<file path="config.mk">
export PLATFORM = sky130hd
export DESIGN_NAME = adder64_sched
export DESIGN_NICKNAME = d
export VERILOG_FILES = /design/src/rtl/adder64_sched_pkg.sv /design/src/rtl/adder64_sched_rr_arbiter.sv /design/src/rtl/adder64_sched.sv
export SDC_FILE = /design/constraint.sdc
export NUM_CORES = 1
export LEC_CHECK = 0
export CORE_AREA = 2 2 313 315
export DETAILED_ROUTE_END_ITERATION = 7
export DIE_AREA = 0 0 315 317
export GPL_ROUTABILITY_DRIVEN = 1
export GPL_TIMING_DRIVEN = 0
export PLACE_DENSITY = 0.33
export SYNTH_ARGS = -nofsm -noshare
export SYNTH_HDL_FRONTEND = slang
export SYNTH_HIERARCHICAL = 1
export SYNTH_SLANG_ARGS = --single-unit
</file>
<file path="constraint.sdc">
create_clock -name clk -period 4.6 [get_ports clk]
set_input_delay 0.92 -clock clk [delete_from_list [all_inputs] [get_ports clk]]
set_output_delay 0.92 -clock clk [all_outputs]
set_load 0.01 [all_outputs]
</file>
<file path="src/rtl/adder64_sched_pkg.sv">
// adder64_sched_pkg: data width, default latency/requester count and a
// one-hot index helper shared by the adder scheduler files.
package adder64_sched_pkg;

    localparam int LEN_DATA       = 64;
    localparam int ADD_LAT        = 9;
    localparam int ADD_SCHED_NREQ = 4;
    localparam int MAX_NREQ       = 8;

    typedef logic [LEN_DATA-1:0] data_t;

    // Index of the set bit of a one-hot vector; 0 when nothing is set.
    function automatic logic [2:0] oh_to_idx(input logic [MAX_NREQ-1:0] oh);
        logic [2:0] idx;
        idx = '0;
        for (int i = 0; i < MAX_NREQ; i++) begin
            if (oh[i]) idx = 3'(i);
        end
        return idx;
    endfunction

endpackage

</file>
<file path="src/rtl/adder64_sched_rr_arbiter.sv">
// rr_arbiter: combinational round-robin pick; the search starts at ptr and
// wraps, so the returned grant is the first requester at or after ptr.
module rr_arbiter #(
    parameter int N   = 4,
    parameter int IDW = $clog2(N)
) (
    input  logic [N-1:0]   req,
    input  logic [IDW-1:0] ptr,
    output logic [N-1:0]   gnt
);

    logic           found;
    logic [IDW-1:0] idx;

    always_comb begin
        gnt   = '0;
        found = 1'b0;
        idx   = '0;
        for (int k = 0; k < N; k++) begin
            idx = IDW'((int'(ptr) + k) % N);
            if (!found && req[idx]) begin
                gnt[idx] = 1'b1;
                found    = 1'b1;
            end
        end
    end

endmodule

</file>
<file path="src/rtl/adder64_sched.sv">
// adder64_sched: round-robin scheduler sharing one pipelined adder among NREQ
// requesters. Optional ADD_SCHED_SUB_EN adds req_sub for a - b operations.
module adder64_sched
    import adder64_sched_pkg::*;
#(
    parameter int NREQ  = ADD_SCHED_NREQ,
    parameter int LAT   = ADD_LAT,
    parameter int IDW   = $clog2(NREQ),
    localparam int CNTW = $clog2(LAT + 2)
) (
    input  logic                     clk,
    input  logic                     rst,
    input  logic [NREQ-1:0]          req,
    input  logic [NREQ*LEN_DATA-1:0] req_a,
    input  logic [NREQ*LEN_DATA-1:0] req_b,
    input  logic [NREQ-1:0]          req_cin,
`ifdef ADD_SCHED_SUB_EN
    input  logic [NREQ-1:0]          req_sub,
`endif
    input  logic                     hold,
    output logic [NREQ-1:0]          gnt,
    output logic [NREQ-1:0]          res_valid,
    output logic [LEN_DATA-1:0]      res_sum,
    output logic                     res_cout,
    output logic [CNTW-1:0]          inflight,
    output logic                     idle,
    output logic                     err,
    output logic                     add_en,
    output logic                     add_valid,
    output logic [LEN_DATA-1:0]      add_a,
    output logic [LEN_DATA-1:0]      add_b,
    output logic                     add_cin,
    input  logic [LEN_DATA-1:0]      add_sum,
    input  logic                     add_cout,
    input  logic                     add_rdy
);

    logic [IDW-1:0]  ptr;
    logic [NREQ-1:0] arb_gnt;
    logic            grant;
    logic [IDW-1:0]  gnt_idx;
    data_t           sel_a;
    data_t           sel_b;
    logic            sel_cin;

    logic            iss_v;
    data_t           iss_a;
    data_t           iss_b;
    logic            iss_cin;
    logic [IDW-1:0]  iss_id;

    logic            tag_v  [LAT];
    logic [IDW-1:0]  tag_id [LAT];
    logic            v_exit;
    logic [IDW-1:0]  id_exit;

    rr_arbiter #(.N(NREQ), .IDW(IDW)) u_arb (
        .req (req),
        .ptr (ptr),
        .gnt (arb_gnt)
    );

    assign gnt     = (hold || rst) ? '0 : arb_gnt;
    assign grant   = |gnt;
    assign gnt_idx = IDW'(oh_to_idx(MAX_NREQ'(gnt)));

    always_comb begin
        sel_a   = req_a[int'(gnt_idx)*LEN_DATA +: LEN_DATA];
        sel_b   = req_b[int'(gnt_idx)*LEN_DATA +: LEN_DATA];
        sel_cin = req_cin[gnt_idx];
`ifdef ADD_SCHED_SUB_EN
        // Two's-complement subtract: a + ~b + 1; cout then means "no borrow".
        if (req_sub[gnt_idx]) begin
            sel_b   = ~sel_b;
            sel_cin = 1'b1;
        end
`endif
    end

    always_ff @(posedge clk) begin
        if (rst) begin
            ptr     <= '0;
            iss_v   <= 1'b0;
            iss_a   <= '0;
            iss_b   <= '0;
            iss_cin <= 1'b0;
            iss_id  <= '0;
        end else begin
            iss_v <= grant;
            if (grant) begin
                ptr     <= (gnt_idx == IDW'(NREQ - 1)) ? '0 : gnt_idx + 1'b1;
                iss_a   <= sel_a;
                iss_b   <= sel_b;
                iss_cin <= sel_cin;
                iss_id  <= gnt_idx;
            end
        end
    end

    // Tag pipeline mirrors the adder's rdy pipeline; it never stalls.
    always_ff @(posedge clk) begin
        if (rst) begin
            for (int i = 0; i < LAT; i++) begin
                tag_v[i]  <= 1'b0;
                tag_id[i] <= '0;
            end
        end else begin
            tag_v[0]  <= iss_v;
            tag_id[0] <= iss_id;
            for (int i = 1; i < LAT; i++) begin
                tag_v[i]  <= tag_v[i-1];
                tag_id[i] <= tag_id[i-1];
            end
        end
    end

    assign v_exit  = tag_v[LAT-1];
    assign id_exit = tag_id[LAT-1];

    always_ff @(posedge clk) begin
        if (rst) begin
            inflight <= '0;
            err      <= 1'b0;
        end else begin
            if (add_rdy != v_exit) err <= 1'b1;
            case ({iss_v, v_exit})
                2'b10:   inflight <= inflight + 1'b1;
                2'b01:   inflight <= inflight - 1'b1;
                default: ;
            endcase
        end
    end

    always_comb begin
        res_valid = '0;
        if (add_rdy && v_exit) res_valid[id_exit] = 1'b1;
    end

    assign res_sum   = add_sum;
    assign res_cout  = add_cout;
    assign add_en    = 1'b1;
    assign add_valid = iss_v;
    assign add_a     = iss_a;
    assign add_b     = iss_b;
    assign add_cin   = iss_cin;
    assign idle      = (inflight == '0) && !iss_v;

endmodule

</file>
Word-level counts from Yosys, hierarchy flattened
Memory sizes are Yosys's and may differ from the RTL's.
Cells that the tools add are included.
W data, S select, Z words.
{"block": "word_totals", "regBits": 139, "mem_bits_rw": 27, "in_bits": 589, "output_inout_bits": 210, "wordCells": 127, "memories": 2}
{"memory": "tag_id", "words": 9, "width": 2, "rd": 9, "rd_ports_with_merged_regs": 0, "write_ports": 9, "line_no": "adder64_sched.sv:53", "text": "logic [IDW-1:0] tag_id [LAT];"}
{"memory": "tag_v", "words": 9, "width": 1, "rd": 9, "rd_ports_with_merged_regs": 0, "write_ports": 9, "line_no": "adder64_sched.sv:52", "text": "logic tag_v [LAT];"}
{"block": "classes", "addsub": 6, "order_cmp": 11, "eq_ne": 4, "shift": 2, "muxes": 55, "bitwise": 21, "reduce_logical": 18}
{"op": "$shiftx A256 B9 Y64", "n": 2}
{"op": "$mux W1", "n": 26}
{"op": "$mux W2", "n": 12}
{"op": "$mux W4", "n": 6}
{"op": "$lt A2 B3 Y1 const B", "n": 6}
{"op": "$or A1 B1 Y1", "n": 18}
{"op": "$or A4 B4 Y4", "n": 3}
{"op": "$bmux W1 S2", "n": 5}
{"op": "$demux W1 S2", "n": 5}
{"op": "$ge A2 B1 Y1 const B", "n": 5}
{"op": "$logic_and A1 B1 Y1", "n": 10}
{"op": "$pmux W4 S2", "n": 1}
{"op": "$add A2 B1 Y2 const B", "n": 2}
{"op": "$add A2 B2 Y2 const B", "n": 2}
{"op": "$add A4 B1 Y4 const B", "n": 1}
{"op": "$eq A2 B2 Y1 const B", "n": 2}
{"op": "$logic_not A1 Y1", "n": 4}
{"op": "$logic_not A4 Y1", "n": 1}
{"op": "$reduce_or A4 Y1", "n": 1}
{"op": "$sub A4 B1 Y4 const B", "n": 1}
{"op": "$eq A2 B1 Y1 const B", "n": 1}
{"op": "$reduce_bool A2 Y1", "n": 1}
{"op": "$logic_or A1 B1 Y1", "n": 1}
{"op": "$ne A1 B1 Y1", "n": 1}

Longest topological paths before layout
{"block": "logic_depth", "word_depth": 18, "depth_mapped": 14}

Modules after synthesis
The synthesis kept the hierarchy.
{"mod": "adder64_sched", "n_inst": 1, "cells_per_inst": 1156, "area_per_inst_um2": 9616.7}
{"mod": "rr_arbiter", "n_inst": 1, "cells_per_inst": 36, "area_per_inst_um2": 337.8}

Worst setup path before layout
Ideal clock, no wire load.
{"block": "synth_path", "kind": "in2out", "start": "input req[3]", "end": "output gnt[2]", "t_arrival_ps": 3065, "required_ps": 3680, "path_slack_ps": 615, "stages": 9, "cell_sequence": "mux4_2 -> buf_6 -> nor4b_4 -> nand2_1 -> o211ai_1 -> buf_2 -> clkbuf_1 -> clkbuf_1 -> and2_1"}
{"block": "synth_via", "elab_chain_cells": 13}
{"element": "from (decl)", "line_no": "adder64_sched.sv:13", "text": "input logic [NREQ-1:0] req,"}
{"element": "$bmux W1 S2", "line_no": "adder64_sched_rr_arbiter.sv:21", "text": "if (!found && req[idx]) begin"}
{"element": "$mux W1 (not written as such)", "line_no": "adder64_sched_rr_arbiter.sv:21"}
{"element": "$mux W1", "line_no": "adder64_sched_rr_arbiter.sv:21"}
{"element": "$logic_not A1 Y1", "line_no": "adder64_sched_rr_arbiter.sv:21"}
{"element": "$logic_and A1 B1 Y1", "line_no": "adder64_sched_rr_arbiter.sv:21"}
{"element": "$mux W1", "line_no": "adder64_sched_rr_arbiter.sv:21"}
{"element": "$logic_not A1 Y1", "line_no": "adder64_sched_rr_arbiter.sv:21"}
{"element": "$logic_and A1 B1 Y1", "line_no": "adder64_sched_rr_arbiter.sv:21"}
{"element": "$mux W1", "line_no": "adder64_sched_rr_arbiter.sv:21"}
{"element": "$logic_not A1 Y1", "line_no": "adder64_sched_rr_arbiter.sv:21"}
{"element": "$logic_and A1 B1 Y1", "line_no": "adder64_sched_rr_arbiter.sv:21"}
{"element": "$mux W4 (*)", "line_no": "adder64_sched_rr_arbiter.sv:21"}
{"element": "named net arb_gnt[2]", "line_no": "adder64_sched.sv:39", "text": "logic [NREQ-1:0] arb_gnt;"}
{"element": "$mux W4 (*)", "line_no": "adder64_sched.sv:63", "text": "assign gnt = (hold || rst) ? '0 : arb_gnt;"}
{"element": "to (decl)", "line_no": "adder64_sched.sv:21", "text": "output logic [NREQ-1:0] gnt,"}
The timed path passes the listed nets; every way through them passes the cells marked *. The select of a mux whose other input is x is not followed.

Final worst setup path
{"block": "layout_path", "start": "input req[0]", "end": "register iss_a[31] (netlist: add_a[31])"}
{"element": "$bmux W1 S2", "line_no": "adder64_sched_rr_arbiter.sv:21"}
{"element": "$mux W1 (not written as such)", "line_no": "adder64_sched_rr_arbiter.sv:21"}
{"element": "$mux W1", "line_no": "adder64_sched_rr_arbiter.sv:21"}
{"element": "$logic_not A1 Y1", "line_no": "adder64_sched_rr_arbiter.sv:21"}
{"element": "$logic_and A1 B1 Y1", "line_no": "adder64_sched_rr_arbiter.sv:21"}
{"element": "$mux W1", "line_no": "adder64_sched_rr_arbiter.sv:21"}
{"element": "$logic_not A1 Y1", "line_no": "adder64_sched_rr_arbiter.sv:21"}
{"element": "$logic_and A1 B1 Y1", "line_no": "adder64_sched_rr_arbiter.sv:21"}
{"element": "$mux W1", "line_no": "adder64_sched_rr_arbiter.sv:21"}
{"element": "$logic_not A1 Y1", "line_no": "adder64_sched_rr_arbiter.sv:21"}
{"element": "$logic_and A1 B1 Y1", "line_no": "adder64_sched_rr_arbiter.sv:21"}
{"element": "$mux W4 (*)", "line_no": "adder64_sched_rr_arbiter.sv:21"}
{"element": "named net arb_gnt[2]", "line_no": "adder64_sched.sv:39"}
{"element": "$mux W4 (*)", "line_no": "adder64_sched.sv:63"}
{"element": "$mux W2 (2 in series)", "line_no": "adder64_sched_pkg.sv:17", "text": "if (oh[i]) idx = 3'(i);"}
{"element": "$shiftx A256 B9 Y64", "line_no": "adder64_sched.sv:68", "text": "sel_a = req_a[int'(gnt_idx)*LEN_DATA +: LEN_DATA];"}
{"element": "to (signal assigned)", "line_no": "adder64_sched.sv:92", "text": "iss_a <= sel_a;"}
{"element": "to (decl)", "line_no": "adder64_sched.sv:47", "text": "data_t iss_a;"}
Marks and branches as above.
A chain may end at the register's enable or synchronous reset.

==> summary.md <==
| Metric | Value |
|---|---|
| Num CTS Buffers | `17` |
| Routed via count | `12660` |
| Worst Setup EP | `add_a[31]$_SDFFE_PP0P_` |
| Crit path from | `req[0]` |
| Synth cell types | `46` |
| Slew @ Worst Pin | `between 1 and 1.5 ns` |
| Total grt overflow | `0` |
| Total wire length | `75.99 mm` |
| Rows | `114` |
| DRT antenna net count | `0` |
| Max-slew violation count | `0` |
| Fraction of layout cells with a size suffix above 1 | `under 10%` |
| DRC Markers | `0` |
| Total power | `between 0.006 and 0.007 W` |
| Port Buf Inserts | `between 700 and 800` |
| Register area share after synthesis | `33.38%` |
| Fin. Hold Viols | `0` |
| Outcome | `complete, no violations` |
| Reg2Reg Capture Point | `add_a[31]$_SDFFE_PP0P_` |
| Core Util, Final | `about 20%` |
| Maximum vdd drop | `~0.24 mV` |
| Core ar. | `a little under 100000 um^2` |
| Most frequent cells in the layout | `clkdlybuf4s50_1, dfxtp_1, o21ai_0, o22ai_1, a211oi_1` |
| Post-placement cell area | `18880 um^2` |
| Post-Route Setup TNS | `0 ns` |
| Die X | `between 300 and 400 um` |
| Clock Pin Slew Worst Setup and Hold Paths | `0.08 ns` |
| DR vias/cell | `just under 4` |
| Final instance area | `~20000 um^2` |
| Reg2reg path depth | `13` |
| Register area | `between 3000 and 4000 um^2` |
| Area grow syn2layout | `97.30%` |
| Total GRT Usage | `14.53%` |
| Max-cap violations | `0` |
| Reg-to-Reg Start | `ptr[1]$_SDFFE_PP0P_` |
| Worst setup EP type | `flop` |
| Post-synthesis cell count | `between 1000 and 1500` |
| Leakage | `~6.9 nW` |
| Top-Level Pins | `approximately 800` |
| First-pass GRT wire length | `a little over 100 mm` |
| Worst hold path type | `flop to flop` |
| Clock root cell | `clkbuf_16` |
| Startpoint Class | `input port` |
| F_max | `0.2221 GHz` |
| RSZ-0062 raised after global routing | `false` |
| Clock Skew | `~0.021 ns` |
| CP Class | `input port to flop` |
| Multi-input gate area | `between 5000 and 6000 um^2` |
| RePlAce Congestion | `~0.80` |
| Final period utilization | `between 90% and 100%` |
| Hpwl dp | `about 62 mm` |
| Crit path DAT | `slightly below 5 ns` |
| Wire per inst | `approximately 23 um` |
| Post-synth EDFFs | `0` |
| Post-Syn Nets | `about 1800` |
| Syn Area/Cell | `around 8.4 um^2` |
| Pre-Repair DR Iteration Count | `5` |
| FFs w/ async S/R, synth | `0%` |
| Finish-stage setup viols | `0` |
| Initial core utilization | `a little over 10%` |
| Clock period minus worst slack | `roughly 4.5 ns` |
| Commonest non-fill, non-tap cell in the layout | `clkdlybuf4s50_1` |
| Syn Std Cell Area | `9955 um^2` |
| Maximum fanout along the worst path | `10` |
| CTS tree | `done` |
| H-tree depth | `4` |
| Critical path required time | `4.94 ns` |
| Flop2flop setup slack | `between 0.15 and 0.2 ns` |
| Initial detailed-routing violation count | `591` |
| Antenna violations before repair | `11` |
| DIE HEIGHT | `roughly 320 um` |
| Primary FF master, synth | `dfxtp_1` |
| Clk sinks | `between 150 and 200` |
| Slew HR | `21.13%` |
| CTS Buffer Depth | `2` |
| Finished Layout Cells | `approximately 3300` |
| Largest net degree at the start of global routing | `17` |
| Die area | `99860 um^2` |
| Worst skew pair latency | `between 0.5 and 0.6 ns` |
| Fin nets | `approximately 2600` |
| Dpl cells | `3200` |
| Number of global-route vias before repair | `13100` |
| Power per cell area | `around 350 nW/um^2` |
| Yosys reg bits | `approximately 170` |
| Yosys warnings | `6` |
| # fillers | `around 11000` |
-- worst min-delay path by stage --
stage               cells past startpoint  slack, ns               startpoint                        to
CTS                                     1       0.44  tag_id[0][9]$_SDFF_PP0_  tag_id[0][11]$_SDFF_PP0_
floorplan                               2       0.41   iss_id[0]$_SDFFE_PP0P_   tag_id[0][0]$_SDFF_PP0_
global placement                        1       0.42   tag_v[0][5]$_SDFF_PP0_    tag_v[0][6]$_SDFF_PP0_
global route                            1       0.46  tag_id[0][9]$_SDFF_PP0_  tag_id[0][11]$_SDFF_PP0_
finish                                  1       0.43  tag_id[0][9]$_SDFF_PP0_  tag_id[0][11]$_SDFF_PP0_
detailed placement                      1       0.43  tag_id[0][5]$_SDFF_PP0_   tag_id[0][7]$_SDFF_PP0_
-- report_power, final --
group / internal, W / total (W) / switching [W]
Combinational: 0.00160 / 0.00354 / 0.00194
Clock: 0.000815 / 0.00158 / 0.000767
Sequential: 0.00169 / 0.00184 / 0.000152
Total: 0.00411 / 0.00697 / 0.00286
-- registers in the layout (all words and copies together), names as in the netlist --
signal / count
add_a: 64
add_b: 64
add_cin: 1
add_valid: 1
err: 1
inflight: 4
iss_id: 2
ptr: 2
tag_id: 18
tag_v: 9
-- logic make-up (layout without fill, tap and decap cells) --
kind of cell / Yosys count / count (layout) / synth area share [%]
flops: 166 / 166 / 33.38
mux: 38 / 38 / 4.412
simple gates: 198 / 198 / 11.48
fa+ha+maj: 10 / 10 / 1.257
buf+inv: 237 / 1011 / 12.04
other cells: 1 / 9 / 0.03767
compound gates: 539 / 539 / 37.13
xor+xnor: 3 / 3 / 0.2640
-- metrics by stage --
stage | setup WS [ns] | hold slack, ns
6_report | 0.09741 | 0.4287
5_1_grt | 0.0008871 | 0.4557
4_1_cts | 0.01799 | 0.4406
3_5_place_dp | -1.679 | 0.4253
3_3_place_gp | -1.675 | 0.4183
2_1_floorplan | 0.6154 | 0.4104
-- cell usage after synthesis (4+ instances only) --
master	n	area, um^2
dfxtp_1	166	3323
a21oi_1	67	335.3
nor2b_1	28	175.2
o22ai_1	101	631.9
o32ai_1	28	245.2
o21ai_0	105	525.5
a211oi_1	101	758.2
mux2i_1	33	330.3
ha_1	10	125.1
nand2_1	9	33.78
a21o_2	4	35.03
nor2_1	47	176.4
buf_4	68	510.5
clkbuf_1	95	356.6
inv_1	38	142.6
nand2b_1	70	437.9
or2_2	28	175.2
a211o_1	28	245.2
and2_1	4	25.02
a2bb2oi_1	28	245.2
buf_2	30	150.1
a221oi_1	69	604.3
o211ai_1	4	30.03
-- cell type report --
cell class,instances,share of cell area (%)
clock buffer,18,2.185
tap,1276,8.129
clock inverter,14,0.8218
antenna,8,0.1019
inverter,38,0.7263
buffer,199,5.746
sequential,166,16.93
timing repair buffer,742,37.67
multi-input combinational,789,27.69
-- metal layers --
| metal | global-route usage [%] | wire length, um |
|---|---|---|
| met1 | 18.50 | 32730 |
| met2 | 24.80 | 37360 |
| met3 | 3.391 | 4747 |
| met4 | 3.268 | 1117 |
| met5 | 0 | 35 |
-- worst max-delay path, stage by stage --
cell and delay, ns:
clkdlybuf4s50_1 0.46, mux4_2 0.49, buf_6 0.16, nor4b_4 0.31, nand2_1 0.09, o211ai_1 0.10, buf_4 0.16, buf_6 0.10
buf_4 0.23, clkdlybuf4s15_1 0.85, nand2b_1 0.13, a221oi_1 0.72, a211oi_1 0.10
-- what timing repair did --
| action | CTS | global route |
|---|---|---|
| pin swaps | 2 | 3 |
| buffers inserted | 6 | 4 |
| setup endpoints to repair | 82 | 48 |
| hold buffers | 0 | 0 |
| resized for setup | 23 | 9 |
Note: power is estimated with default switching activity, not from simulation.
